[src/rtl/keccak_pkg.sv]
// Shared Keccak constants, loader state encoding and lane index helper.
// The lane index maps to a 5x5 grid, x varies fastest.
package keccak_pkg;

  localparam int LANE_W    = 64;
  localparam int NUM_LANES = 25;
  localparam int GRID      = 5;

  typedef enum logic [1:0] {INIT, ABSORB, PERM, DONE} absorb_state_t;

  function automatic logic [5:0] lane_xy(input logic [4:0] index);
    logic [2:0] x;
    logic [2:0] y;
    x = 3'(index % 5'(GRID));
    y = 3'(index / 5'(GRID));
    return {x, y};
  endfunction

endpackage

[src/rtl/absorb_ld_if.sv]
// Lane stream plus state-memory port bundle between the loader and its environment.
// slave = loader side, master = upstream source / memory side.
interface absorb_ld_if;
  import keccak_pkg::*;

  logic [LANE_W-1:0] din;
  logic              din_valid;
  logic              din_last;
  logic              din_ready;
  logic [2:0]        m_rx;
  logic [2:0]        m_ry;
  logic [LANE_W-1:0] m_rd;
  logic [2:0]        m_wx;
  logic [2:0]        m_wy;
  logic              m_wr;
  logic [LANE_W-1:0] m_wd;

  modport master (
    output din, din_valid, din_last, m_rd,
    input  din_ready, m_rx, m_ry, m_wx, m_wy, m_wr, m_wd
  );

  modport slave (
    input  din, din_valid, din_last, m_rd,
    output din_ready, m_rx, m_ry, m_wx, m_wy, m_wr, m_wd
  );

endinterface

[src/rtl/absorb_ld_lane_xy_ctr.sv]
// Mod-5 x / mod-5 y lane counter; term flags the lane numbered count-1.
// Zero latency on term (combinational from the counter); clr beats inc.
module lane_xy_ctr
  import keccak_pkg::*;
(
  input  logic       clk,
  input  logic       rst,
  input  logic       inc,
  input  logic       clr,
  input  logic [4:0] count,
  output logic [2:0] x,
  output logic [2:0] y,
  output logic       term
);

  assign term = ({x, y} == lane_xy(count - 5'd1));

  always_ff @(posedge clk) begin
    if (rst || clr) begin
      x <= 3'd0;
      y <= 3'd0;
    end else if (inc) begin
      if (x == 3'(GRID - 1)) begin
        x <= 3'd0;
        y <= y + 3'd1;
      end else begin
        x <= x + 3'd1;
      end
    end
  end

endmodule

[src/rtl/absorb_ld.sv]
// Keccak absorb loader: zeroes the state, XORs RATE_LANES lanes in, then hands the memory to perm_blk.
// Last accepted lane -> perm_start in 1 cycle; din_ready is low outside ABSORB.
module absorb_ld
  import keccak_pkg::*;
#(
  parameter int RATE_LANES = 17
) (
  input  logic clk,
  input  logic rst,
  absorb_ld_if.slave bus,
  output logic mem_own,
  output logic perm_start,
  input  logic perm_done,
  output logic msg_done,
  output logic busy
);

  localparam logic [4:0] RATE_CNT = 5'(RATE_LANES);
  localparam logic [4:0] INIT_CNT = 5'(NUM_LANES);

  absorb_state_t state;
  logic          last_flag;
  logic          rdy_q;
  logic [2:0]    cx;
  logic [2:0]    cy;
  logic          term;
  logic          accept;
  logic          inc;
  logic [4:0]    cnt_lim;

  assign accept  = (state == ABSORB) && bus.din_valid;
  assign inc     = (state == INIT) || accept;
  assign cnt_lim = (state == INIT) ? INIT_CNT : RATE_CNT;

  lane_xy_ctr u_ctr (
    .clk   (clk),
    .rst   (rst),
    .inc   (inc),
    .clr   (inc && term),
    .count (cnt_lim),
    .x     (cx),
    .y     (cy),
    .term  (term)
  );

  assign bus.din_ready = rdy_q;
  assign bus.m_rx      = cx;
  assign bus.m_ry      = cy;
  assign bus.m_wx      = cx;
  assign bus.m_wy      = cy;
  // Writes are suppressed while rst is held so a mid-flight reset never touches memory.
  assign bus.m_wr      = !rst && inc;
  assign bus.m_wd      = (state == ABSORB) ? (bus.m_rd ^ bus.din) : '0;

  always_ff @(posedge clk) begin
    if (rst) begin
      state      <= INIT;
      last_flag  <= 1'b0;
      rdy_q      <= 1'b0;
      mem_own    <= 1'b1;
      busy       <= 1'b1;
      perm_start <= 1'b0;
      msg_done   <= 1'b0;
    end else begin
      perm_start <= 1'b0;
      msg_done   <= 1'b0;
      case (state)
        INIT: begin
          if (term) begin
            state <= ABSORB;
            rdy_q <= 1'b1;
            busy  <= 1'b0;
          end
        end
        ABSORB: begin
          if (accept && term) begin
            state      <= PERM;
            last_flag  <= bus.din_last;
            rdy_q      <= 1'b0;
            busy       <= 1'b1;
            mem_own    <= 1'b0;
            perm_start <= 1'b1;
          end
        end
        PERM: begin
          // perm_start is high only in the first PERM cycle, where perm_done is not honoured.
          if (perm_done && !perm_start) begin
            mem_own <= 1'b1;
            if (last_flag) begin
              state    <= DONE;
              msg_done <= 1'b1;
            end else begin
              state <= ABSORB;
              rdy_q <= 1'b1;
              busy  <= 1'b0;
            end
          end
        end
        DONE: begin
          last_flag <= 1'b0;
          state     <= INIT;
        end
        default: state <= INIT;
      endcase
    end
  end

endmodule

[src/flat_wrapper.sv]
// flat-port wrapper written by rule: the top's interface ports become plain ports
module absorb_ld_flat import keccak_pkg::*;
#(
  parameter int RATE_LANES = 17
)
  (clk, rst, mem_own, perm_start, perm_done, msg_done, busy, bus_din, bus_din_valid, bus_din_last, bus_m_rd, bus_din_ready, bus_m_rx, bus_m_ry, bus_m_wx, bus_m_wy, bus_m_wr, bus_m_wd);
  absorb_ld_if bus_i ();
  input  logic clk;
  input  logic rst;
  output logic mem_own;
  output logic perm_start;
  input  logic perm_done;
  output logic msg_done;
  output logic busy;
  input wire logic [$bits(bus_i.din)-1:0] bus_din;
  input wire logic [$bits(bus_i.din_valid)-1:0] bus_din_valid;
  input wire logic [$bits(bus_i.din_last)-1:0] bus_din_last;
  input wire logic [$bits(bus_i.m_rd)-1:0] bus_m_rd;
  output wire logic [$bits(bus_i.din_ready)-1:0] bus_din_ready;
  output wire logic [$bits(bus_i.m_rx)-1:0] bus_m_rx;
  output wire logic [$bits(bus_i.m_ry)-1:0] bus_m_ry;
  output wire logic [$bits(bus_i.m_wx)-1:0] bus_m_wx;
  output wire logic [$bits(bus_i.m_wy)-1:0] bus_m_wy;
  output wire logic [$bits(bus_i.m_wr)-1:0] bus_m_wr;
  output wire logic [$bits(bus_i.m_wd)-1:0] bus_m_wd;
  assign bus_i.din = bus_din;
  assign bus_i.din_valid = bus_din_valid;
  assign bus_i.din_last = bus_din_last;
  assign bus_i.m_rd = bus_m_rd;
  assign bus_din_ready = bus_i.din_ready;
  assign bus_m_rx = bus_i.m_rx;
  assign bus_m_ry = bus_i.m_ry;
  assign bus_m_wx = bus_i.m_wx;
  assign bus_m_wy = bus_i.m_wy;
  assign bus_m_wr = bus_i.m_wr;
  assign bus_m_wd = bus_i.m_wd;
  absorb_ld #(.RATE_LANES(RATE_LANES)) u_core (.clk(clk), .rst(rst), .bus(bus_i), .mem_own(mem_own), .perm_start(perm_start), .perm_done(perm_done), .msg_done(msg_done), .busy(busy));
endmodule
[config.mk]
export PLATFORM = sky130hd
export DESIGN_NAME = absorb_ld_flat
export DESIGN_NICKNAME = d
export VERILOG_FILES = /design/src/rtl/keccak_pkg.sv /design/src/rtl/absorb_ld_if.sv /design/src/rtl/absorb_ld_lane_xy_ctr.sv /design/src/rtl/absorb_ld.sv /design/src/flat_wrapper.sv
export SDC_FILE = /design/constraint.sdc
export NUM_CORES = 1
export LEC_CHECK = 0
export BUFFER_PORTS_ARGS = -buffer_cell sky130_fd_sc_hd__buf_2
export CAP_MARGIN = 10
export CORE_AREA = 2 2 83 85
export CTS_CLUSTER_SIZE = 25
export DETAILED_ROUTE_END_ITERATION = 12
export DIE_AREA = 0 0 85 87
export GPL_ROUTABILITY_DRIVEN = 0
export PLACE_DENSITY = 0.85
export SETUP_SLACK_MARGIN = 0.2
export SLEW_MARGIN = 15
export SYNTH_ARGS = -nofsm -noshare
export SYNTH_HDL_FRONTEND = slang
export SYNTH_HIERARCHICAL = 1
export SYNTH_SLANG_ARGS = --single-unit
[constraint.sdc]
create_clock -name clk -period 4.4 [get_ports clk]
set_clock_uncertainty 0.15 [all_clocks]
set_input_delay 0.66 -clock clk [delete_from_list [all_inputs] [get_ports clk]]
set_output_delay 0.66 -clock clk [all_outputs]
set_load 0.03 [all_outputs]
# == Word level (Yosys, flattened, before mapping) ==
# Cells that the tools add are included.
# op_classes
add_sub_neg,3
n_div,2
n_eq_ne,9
muxes,24
bitwise,4
reduce_logical,20
# op_table
operator,count
64-bit two-way mux,1
64-bit XOR,1
1-bit two-way mux,12
2-bit two-way mux,4
2-bit one-hot mux with 4 select lines,1
"3-bit by 1-bit adder with 3-bit output, second input constant",2
6-bit == test,1
1-bit one-hot mux with 3 select lines,2
3-bit AND reduction,2
"5-bit by 3-bit divider with 5-bit output, second input constant",1
1-bit logical AND,5
"5-bit by 3-bit modulo with 5-bit output, second input constant",1
5-bit AND reduction,1
"5-bit by 1-bit subtractor with 5-bit output, second input constant",1
"2-bit == test, second input constant",2
4-bit two-way mux,1
"2-bit by 1-bit inequality test with 1-bit output, second input constant",2
"2-bit inequality test, second input constant",2
1-bit one-hot mux with 2 select lines,2
2-bit AND reduction,2
2-bit nonzero test,2
"3-bit == test, second input constant",1
3-bit two-way mux,1
1-bit inverter,3
7 further kinds,9
# totals
register_bits,14
inputBits,133
out_inout_bits,82

# == Longest topological paths before layout ==
# Gate-level depths: netlist (run 1).
# depth
ltp_word,8
depth_mapped,19

# == Cells and area by module ==
# Netlist (run 1), hierarchy kept.
# by_module_without_submodules
module,n_inst,cells_per_inst,area_each_um2,seq_area_each_um2
absorb_ld,1,189,1465.2,160.2
lane_xy_ctr,1,104,804.5,120.1

# == Worst setup path after synthesis (run 1) ==
# No wires, ideal clock.
# synth_timing
kind,reg2reg
startpoint,reg u_core.state[0]
endpoint,reg u_core.busy
setup_ns,0.120
arrival_time_ns,3.289
required_time_ns,4.130
slack_ns,0.842
path_stages_with_launch,16
path_buffers,0
path_cell_list,dfxtp_1 -> inv_1 -> ha_1 -> nor2b_1 -> a32oi_1 -> o21ai_1 -> a211oi_1 -> ha_1 -> inv_1 -> mux2i_1 -> nor2_1 -> nor4b_2 -> nand2_2 -> a221o_1 -> or4_4 -> o31a_1
# synth_via
elab_chain_len,8
elab_cells_between_ends,17
cone_classes,add/sub (1); div (2); eq/ne (7); mux (2); reduce/logical (5)
# synth_rtl
item,line_no,rtl
from (decl),absorb_ld.sv:21,absorb_state_t state;
from (signal assigned),absorb_ld.sv:57,state <= INIT;
from (signal assigned),absorb_ld.sv:70,state <= ABSORB;
from (signal assigned),absorb_ld.sv:77,state <= PERM;
2-bit zero test (*),absorb_ld.sv:33,assign cnt_lim = (state == INIT) ? INIT_CNT : RATE_CNT;
4-bit two-way mux (*),absorb_ld.sv:33,
net u_core.cnt_lim[3],absorb_ld.sv:29,logic [4:0] cnt_lim;
5-bit by 1-bit subtractor with 5-bit output (*),absorb_ld_lane_xy_ctr.sv:16,"assign term = ({x, y} == lane_xy(count - 5'd1));"
5-bit by 3-bit divider with 5-bit output or 5-bit by 3-bit modulo with 5-bit output (tied branches),"keccak_pkg.sv:15, keccak_pkg.sv:14",
6-bit == test (*),absorb_ld_lane_xy_ctr.sv:16,
net u_core.term,absorb_ld.sv:26,logic term;
1-bit logical AND,absorb_ld.sv:76,if (accept && term) begin
2-bit inequality test (no source line),--,
5-bit AND reduction (no source line) (*),--,
to (signal assigned),absorb_ld.sv:72,busy <= 1'b0;
to (signal assigned),absorb_ld.sv:80,busy <= 1'b1;
to (signal assigned),absorb_ld.sv:95,busy <= 1'b0;
to (decl),absorb_ld.sv:15,output logic busy
# Mark *: on every way through the listed nets, which the timed path passes. The rest lies on a longest branch.
# A chain may end at the register's enable or synchronous reset.

# == Final worst setup path (run 1) ==
# Same ends and word-level chain as after synthesis.

==> run_results.csv, run 1 <==
group,metric,value,unit
yosys,synth_area_leaders,"xor2_1 27%, and2_1 18%, dfxtp_1 12%, ha_1 6.1%, nor2_1 3.0%",
global_routing,grt_max_degree,52,
global_routing,antenna_found_initial,0,
floorplan,dieHeight,87,µm
timing,period_needed,3880,ps
global_routing,grt_pass1_vias,2657,
setup_path,cp.required,4390,ps
finish,antenna_cells,0,
floorplan,initial_core_util,34.6,%
clocking,cts.path.max_buffers,2,
timing,slew_headroom,57.5,%
clocking,clk_pin_slew_worst_paths,60,ps
global_routing,grt_pass1_wl,12.3,mm
routing,drt-pass1-iter-count,5,
setup_path,crit_family,"compound AO/OA/AOI/OAI gates",
timing,final_max_slew_viol_count,0,
place,io_buffers,214,
routing,antenna_left,0,
timing,final_hold_viol_count,0,
place,place_area,3350,µm²
yosys,syn-instance-count,293,
job,drv_cap,0,
setup_path,crit_fanout,10,
clocking,cts_inserted_buffers,3,
yosys,netlist_area,2270,µm²
finish,final_net_count,643,
floorplan,ios,215,
finish,fin_area,3410,µm²
setup_path,arrival,3870,ps
timing,setup_viol,0,
routing,wl_per_cell,13.9,µm
clocking,hold_buffers,0,
yosys,synth_top_area_share,27.0,%
clocking,cts_sinks,14,
clocking,cts_root_buf,"clkbuf_8",
setup_path,start_kind,"register",
floorplan,die-area,7400,µm²
hold_path,min_path_type,"reg -> reg",
finish,layout_common_cells,"214 x buf_2, 70 x xor2_1, 65 x and2_1, 18 x nor2_1, 14 x dfxtp_1",
routing,routed_wl,8.03,mm
timing,fin_crit_sh,88.3,%
setup_path,slowest_delay,500,ps
floorplan,core,6570,µm²
setup_path,cp_slowest_cell,"or4_4",
pwr,worst_ir_drop_vdd,291,µV
finish,nFillCells,620,
routing,drt_iter0_markers,76,
global_routing,overflow,0,
clocking,cts_tree,"yes",
setup_path,worst_setup_path_end_kind,"register",
outcome,status,"completed",
floorplan,chipWidth,85,µm
yosys,synth-edff-count,0,
yosys,synth_area_per_cell,7.75,µm²
routing,route.detailed.drc,0,
finish,multiInputGateArea,1860,µm²
routing,via_count,2717,
setup_path,crit_top_cell,"inv_1",
yosys,yosys.area.top_type,"xor2_1",
timing,tightestPinTransition,637,ps
routing,viasPerCell,4.71,
yosys,synth_async_sr_flop_share,0,%
clocking,clkLatencyLatePin,250,ps
yosys,ys.warnings.count,6,
setup_path,crit_chain,"inv_1 -> ha_2 -> nor2b_1 -> a32oi_1 -> o21ai_1 -> a211oi_2 -> ha_1 -> inv_1 -> mux2i_1 -> nor2_1 -> nor4b_2 -> nand2_2 -> a221o_1 -> or4_4 -> o31a_1",
yosys,synth_cell_types,55,
clocking,h-tree-depth,1,
timing,rsz0062_at_grt,"no",
floorplan,rows,30,
setup_path,crit_type,"reg -> reg",
global_routing,grtUsageTotal,20.4,%
finish,seqCellArea,280,µm²
timing,fmax,0.257,GHz
pwr,p_per_area,383,nW/µm²
timing,tns,0,ps
place,hpwl,6.65,mm
pwr,power_leakage,1.98,nW
finish,final_common_cell,"buf_2",
yosys,synthFlopType,"dfxtp_1",
finish,drive_gt1_share,47.3,%
finish,syn2layout_area_growth,50.2,%
setup_path,path_buf_inv,2,
yosys,yosysSeqAreaShare,12.3,%
yosys,synth_seq_cells,14,
## worst paths after layout
kind | slack (ps) | depth (start not counted) | startpoint | endpoint
hold reg to reg | 330 | 2 | u_core/bus.din_ready | u_core/bus.din_ready
setup reg to reg | 520 | 15 | u_core/state[0] | u_core/busy
setup / recovery | 520 | 15 | u_core/state[0] | u_core/busy
hold / removal | 330 | 2 | u_core/bus.din_ready | u_core/bus.din_ready
## Yosys cell counts (2+ instances only)
master and count:
a211oi_1 3, a21oi_1 6, a22oi_1 3, a31oi_1 2, and2_1 65, and2b_1 2, buf_2 3, buf_4 6
clkbuf_1 11, conb_1 2, dfxtp_1 14, ha_1 11, inv_1 11, mux2i_1 4, nand2_1 8, nand2b_1 3
nand3_1 2, nor2_1 18, nor2b_1 3, nor3_2 2, nor3b_1 3, o21ai_0 6, o21ai_1 2, xnor2_1 3
xor2_1 70
## worst min-delay path, cell delays in order (launching register included)
cell      delay, ps
dfxtp_1         320
nand2b_1         60
o21ai_0          60
## state kept, by name, summed over array words and instances (netlist names)
name / count
u_core/mem_own: 1
u_core/u_ctr/y: 3
u_core/perm_start: 1
u_core/state: 2
u_core/u_ctr/x: 3
u_core/busy: 1
u_core/bus.din_ready: 1
u_core/msg_done: 1
u_core/last_flag: 1
## where the power goes
| part | leakage (nW) | switching, mW | internal (mW) | total (mW) |
|---|---|---|---|---|
| Combinational | 1.85 | 0.661 | 0.358 | 1.02 |
| Clock | 0.0216 | 0.0472 | 0.0607 | 0.108 |
| Sequential | 0.114 | 0.0269 | 0.153 | 0.180 |
## layout make-up
class                   count  share of cell area (%)
multi-input cells         253                    54.6
flip-flops and latches     14                    8.22
repair buffers            216                    31.9
inverters                  11                    1.21
well taps                  80                    2.94
clock buffers               3                    1.21
## per-stage QoR
stage / utilization (%) / cells / power, mW / worst slack, ps / hold slack [ps]
floorplan: - / 300 / 0.904 / 842 / 345
global placement: 51.0 / 573 / 1.16 / 605 / 312
detailed placement: 51.0 / 573 / 1.17 / 410 / 316
CTS: 51.7 / 576 / 1.29 / 363 / 332
global route: 51.9 / 577 / 1.40 / 268 / 364
finish: 51.9 / 577 / 1.31 / 515 / 334
## metal layers
metal	part of all wire [%]	wire (µm)	global-route usage, %	vias up
li1	-	-	-	1346
met1	38	3020	23.4	1200
met2	48	3860	36.2	161
met3	13	1030	7.01	10
met4	1.5	123	5.34	0
met5	0	0	0	-
## cells by family after synthesis
kind of cell | share of synthesized area (%)
compound gates | 12.5
mux | 1.76
other cells | 0.331
flops | 12.3
fa+ha+maj | 6.06
buf+inv | 7.22
simple gates | 31.6
xor+xnor | 28.2
## repair_timing
item,4_1_cts,5_1_grt
resized for setup,0,2
endpoints found under the hold margin,0,0
buffers inserted,0,1
setup endpoints to repair,0,2
Note: power is estimated with default switching activity, not from simulation.
==> run 2, diff against run 1 <==
Clock period 4.4 ns to 4.9 ns, I/O delays scaled along.
==> run 2 against run 1 <==
  * Setup slack better by 300 ps
  * Cell area down 0.44%
  * Critical path depth unchanged
  * Maximum frequency down 4.9%
  * Sequential cell count unchanged
  * Wire length unchanged
  * Non-clock buffer count down 1
==> run_results.csv, run 2 (synthesis gave the netlist of run 1 again) <==
group,metric,value,unit
finish,final_common_cell,"buf_2",
clocking,cts_inserted_buffers,3,
timing,tns,0,ps
clocking,cts_sinks,14,
floorplan,die-area,7400,µm²
pwr,p_per_area,343,nW/µm²
global_routing,antenna_found_initial,0,
setup_path,r2r_setup_slack,810,ps
timing,period_needed,4090,ps
setup_path,arrival,4080,ps
clocking,cts_tree,"yes",
clocking,clkLatencyLatePin,250,ps
setup_path,start_kind,"register",
finish,final_net_count,642,
routing,route.detailed.drc,0,
setup_path,crit_fanout,10,
place,hpwl,6.65,mm
clocking,cts.path.max_buffers,2,
floorplan,rows,30,
timing,final_hold_viol_count,0,
routing,drt-pass1-iter-count,5,
global_routing,grtUsageTotal,19.8,%
job,drv_cap,0,
finish,layout_common_cells,"214 x buf_2, 70 x xor2_1, 65 x and2_1, 18 x nor2_1, 14 x dfxtp_1",
routing,routed_wl,8.03,mm
pwr,worst_ir_drop_vdd,231,µV
setup_path,rr_startpoint,"u_core/state[0]",
setup_path,regToRegEndpoint,"u_core/busy",
finish,syn2layout_area_growth,49.5,%
timing,fmax,0.245,GHz
clocking,hold_buffers,0,
floorplan,initial_core_util,34.6,%
clocking,postCtsSetupBuffers,0,
outcome,status,"completed",
finish,antenna_cells,0,
finish,drive_gt1_share,46.8,%
global_routing,overflow,0,
global_routing,grt_pass1_vias,2639,
timing,final_max_slew_viol_count,0,
setup_path,cp.required,4890,ps
timing,fin_crit_sh,83.4,%
global_routing,grt_max_degree,73,
finish,reg_top3,"u_core/u_ctr/x: 3 flops, u_core/u_ctr/y: 3 flops, u_core/state: 2 flops",
place,pre_cts_ws,888,ps
pwr,power_leakage,1.98,nW
clocking,cts_root_buf,"clkbuf_8",
clocking,clk_pin_slew_worst_paths,60,ps
hold_path,min_path_type,"reg -> reg",
routing,antenna_left,0,
floorplan,core,6570,µm²
place,io_buffers,214,
floorplan,dieHeight,87,µm
timing,rsz0062_at_grt,"no",
timing,setup_viol,0,
timing,slew_headroom,65.2,%
finish,nFillCells,601,
setup_path,endpoint,"u_core/busy",
setup_path,cp-startpoint,"u_core/state[0]",
routing,viasPerCell,4.62,
routing,drt_iter0_markers,70,
timing,hold_slack,340,ps
setup_path,worst_setup_path_end_kind,"register",
timing,tightestPinTransition,522,ps
setup_path,crit_type,"reg -> reg",
timing,fin_ws,814,ps
routing,via_count,2661,
clocking,h-tree-depth,1,
routing,wl_per_cell,13.9,µm
floorplan,ios,215,
global_routing,grt_pass1_wl,11.9,mm
pwr,p_total,1.16,mW
setup_path,r2r.worst_path.cells,15,
floorplan,chipWidth,85,µm
clocking,cts_resized,0,
run 2: cell count changes in the layout (fill, tap and decap cells not counted), sizes merged:
cell	change
buf	-1
run 2: power by group:
group	total [mW]	internal [mW]	switching (mW)
clock	0.0984	0.0545	0.0439
combinational	0.905	0.315	0.590
sequential	0.161	0.137	0.0240
total	1.16	0.506	0.658
run 2: per-layer routing:
layer  global-route usage [%]  vias up  routed length [µm]
li1                         -     1337                   -
met2                     37.5      135                3980
met4                     4.04        0                   8
met3                     7.20        2                 960
met5                        0        -                   0
met1                     21.1     1187                3090
run 2: how the worst min path moves through the flow:
stage,startpoint,cells after the start,end
global route,u_core/busy,1,u_core/busy
detailed placement,u_core/bus.din_ready,2,u_core/bus.din_ready
floorplan,u_core/state[1],2,u_core/state[1]
global placement,u_core/bus.din_ready,2,u_core/bus.din_ready
finish,u_core/bus.din_ready,2,u_core/bus.din_ready
CTS,u_core/bus.din_ready,2,u_core/bus.din_ready
run 2: final cells by class:
type                       count  area, µm²  area share [%]
sequential                    14        280            8.26
timing repair buffer         215       1080            31.8
clock buffer                   3       41.3            1.22
inverter                      11       41.3            1.22
multi-input combinational    253       1850            54.6
tap                           80        100            2.95
run 2: stage by stage:
step	instance area, µm²	util (%)	instances
after floorplan	2300	-	300
after global placement	3350	51.0	573
after detailed placement	3350	51.0	573
after CTS	3390	51.7	576
after global routing	3390	51.7	576
final	3390	51.7	576
run 2: worst max-delay path, cell delays in order, from the launching register on:
cell and delay [ps]:
dfxtp_1 330, inv_1 130, ha_1 370, nor2b_1 100, a32oi_1 220, o21ai_1 150, a211oi_1 440, ha_1 190
inv_1 50, mux2i_1 160, nor2_1 70, nor4b_2 380, nand2_2 170, a221o_1 440, or4_4 500, o31a_1 120
==> run 3, diff against run 2 <==
Settings changed: ABC_AREA set to 1, CORE_AREA 2 2 83 85 to unset, CORE_MARGIN set to 2, CORE_UTILIZATION set to 34, DIE_AREA 0 0 85 87 to unset, PLACE_DENSITY 0.85 to 0.86.
Clock period 4.9 ns to 3.7 ns, I/O delays scaled along.
==> run 3 against run 2 <==
  * Total power down 8.8%
  * Core utilization up 0.55 points
  * Cell area up 2.8%
  * Critical path depth up 8
  * Maximum frequency up 30%
  * Count of clock-buffer cells in the layout unchanged
  * Sequential cell count unchanged
  * Wire length up 0.96%
  * Die area up 0.89%
  * Highest routed layer unchanged
==> run_results.csv, run 3 <==
group,metric,value,unit
finish,fin_cells,755,
timing,fin_ws,558,ps
clocking,cts_sinks,14,
routing,viasPerCell,4.56,
pwr,power_leakage,2.15,nW
routing,wl_per_cell,10.7,µm
global_routing,antenna_found_initial,0,
routing,drt_iter0_markers,134,
setup_path,cp.required,3680,ps
timing,fin_crit_sh,84.9,%
routing,met2WireLength,4.10,mm
finish,final_net_count,821,
routing,drt-pass1-iter-count,5,
floorplan,core,6680,µm²
place,place_area,3440,µm²
routing,drt-met1-wl,3.24,mm
global_routing,grtUsageTotal,19.9,%
global_routing,grt_pass1_vias,2897,
yosys,synthFlopType,"dfxtp_1",
clocking,clk_pin_slew_worst_paths,60,ps
clocking,cts_root_buf,"clkbuf_8",
yosys,synth_area_leaders,"nand2_1 28%, nor2_1 22%, dfxtp_1 12%, ha_1 6.0%, inv_1 4.6%",
setup_path,r2r_setup_slack,560,ps
floorplan,rows,30,
routing,via_count,3442,
yosys,synth_top_area_share,28.0,%
finish,reg_top3,"u_core/u_ctr/x: 3 flops, u_core/u_ctr/y: 3 flops, u_core/state: 2 flops",
routing,highest_layer,"met4",
setup_path,cp_slowest_cell,"dfxtp_1",
clocking,clkLatencyLatePin,240,ps
yosys,yosysMostFrequentCell,"nand2_1",
setup_path,slowest_delay,380,ps
floorplan,ios,215,
place,pre_cts_ws,543,ps
setup_path,crit_family,"simple AND/OR/NAND/NOR gates",
yosys,yosys.area.top_type,"nand2_1",
setup_path,arrival,3120,ps
yosys,syn-instance-count,460,
yosys,synth_common_cells,"172 x nand2_1, 137 x nor2_1, 28 x inv_1, 19 x nand3_1, 14 x dfxtp_1",
outcome,status,"completed",
timing,rsz0062_at_grt,"no",
finish,layout_common_cells,"214 x buf_2, 172 x nand2_1, 137 x nor2_1, 28 x inv_1, 19 x nand3_1",
timing,setup_viol,0,
setup_path,crit_fanout,7,
routing,dr_wl_met3,635,µm
floorplan,dieHeight,86.4,µm
place,hpwl,6.91,mm
timing,final_max_slew_viol_count,0,
setup_path,path_buf_inv,5,
finish,syn2layout_area_growth,51.2,%
setup_path,crit_type,"reg -> reg",
timing,tightestPinTransition,602,ps
clocking,cts_inserted_buffers,3,
yosys,synth-edff-count,0,
hold_path,min_path_type,"reg -> reg",
yosys,ys.warnings.count,6,
finish,fin_area,3490,µm²
finish,antenna_cells,0,
clocking,cts.path.max_buffers,2,
routing,route.detailed.drc,0,
pwr,p_per_area,304,nW/µm²
place,dp_cells,752,
global_routing,overflow,0,
finish,final_common_cell,"buf_2",
timing,slew_headroom,59.8,%
timing,period_needed,3140,ps
setup_path,crit_chain,"inv_1 -> ha_2 -> inv_1 -> nand2_2 -> nand2_2 -> nand2_2 -> nor2_2 -> a21oi_2 -> nand2_2 -> nand2_2 -> nand2_1 -> inv_1 -> ha_1 -> inv_1 -> nand2_2 -> nand3_1 -> nand3_1 -> nor2_1 -> inv_1 -> nand2_1 -> nand3_4 -> o21ai_1 -> nand3_1",
pwr,worst_ir_drop_vdd,276,µV
clocking,postCtsSetupBuffers,0,
finish,nFillCells,724,
finish,multiInputGateArea,1860,µm²
yosys,synth_async_sr_flop_share,0,%
routing,antenna_left,0,
yosys,synth_seq_cells,14,
yosys,yosysSeqAreaShare,12.1,%
timing,tns,0,ps
clocking,cts_tree,"yes",
routing,routed_wl,8.11,mm
setup_path,start_kind,"register",
timing,final_hold_viol_count,0,
setup_path,worst_setup_path_end_kind,"register",
timing,fmax,0.318,GHz
global_routing,grt_pass1_wl,12.4,mm
setup_path,crit_top_cell,"nand2_2",
clocking,h-tree-depth,1,
job,drv_cap,0,
floorplan,chipWidth,86.4,µm
yosys,netlist_area,2310,µm²
global_routing,grt_max_degree,41,
yosys,synth_cell_types,28,
floorplan,initial_core_util,34.5,%
place,io_buffers,214,
yosys,synth_area_per_cell,5.02,µm²
timing,hold_slack,326,ps
finish,drive_gt1_share,37.5,%
floorplan,die-area,7460,µm²
finish,seqCellArea,280,µm²
run 3: cell types whose count changed after synthesis, moves of 5 or more:
| cell | change |
|---|---|
| and2_1 | -65 |
| buf_4 | +5 |
| clkbuf_1 | -9 |
| inv_1 | +17 |
| nand2_1 | +164 |
| nand2_2 | +12 |
| nand3_1 | +17 |
| nor2_1 | +119 |
| nor2_2 | +5 |
| xor2_1 | -67 |
run 3: cell type report:
cell class	count	share of cell area (%)
Timing Repair Buffer	215	31.3
Inverter	32	3.44
Tap cell	80	2.87
Sequential cell	14	8.03
Clock buffer	3	1.18
Multi-Input combinational cell	411	53.2
run 3: stage by stage:
step,util (%),total power [mW]
after floorplan,-,0.724
after global placement,51.6,0.912
after detailed placement,51.6,0.932
after CTS,52.2,1.06
after global routing,52.2,1.15
final,52.2,1.06
run 3: kinds of logic (layout without fill, tap and decap cells):
kind of cell	count (synthesis)	after routing	synth area share (%)
xor gates and xnor gates	4	4	1.52
buffers and inverters	48	250	9.76
and+or+nand+nor	363	363	65.8
DFF	14	14	12.1
AOI/OAI and AO/OA	18	18	4.45
other	2	15	0.326
adders and majority gates	11	11	5.97
run 3: tightest hold or removal path: stages (launching register included):
cell,delay (ps)
dfxtp_1,320
a21oi_1,60
o21ai_0,60
run 3: path summary, 6_finish.rpt:
check                  start             end  cells past startpoint
max          u_core/state[0]     u_core/busy                     23
min           u_core/mem_own  u_core/mem_own                      2
max reg2reg  u_core/state[0]     u_core/busy                     23
min reg2reg   u_core/mem_own  u_core/mem_own                      2
run 3: per-layer routing:
metal | vias up | global-route usage (%)
met3 | 15 | 2.86
met1 | 1466 | 23.4
met4 | 0 | 4.83
li1 | 1808 | -
met5 | - | 0
met2 | 153 | 37.6
run 3: repair_timing:
action | 4_1_cts | 5_1_grt
hold buffers | 0 | 0
endpoints found under the setup margin | 0 | 2
resized for setup | 0 | 1
run 3: report_power, final:
part / internal [mW] / switching, mW / total [mW]
clock network: 0.0720 / 0.0517 / 0.124
logic: 0.250 / 0.485 / 0.735
registers: 0.175 / 0.0288 / 0.203
total: 0.496 / 0.565 / 1.06
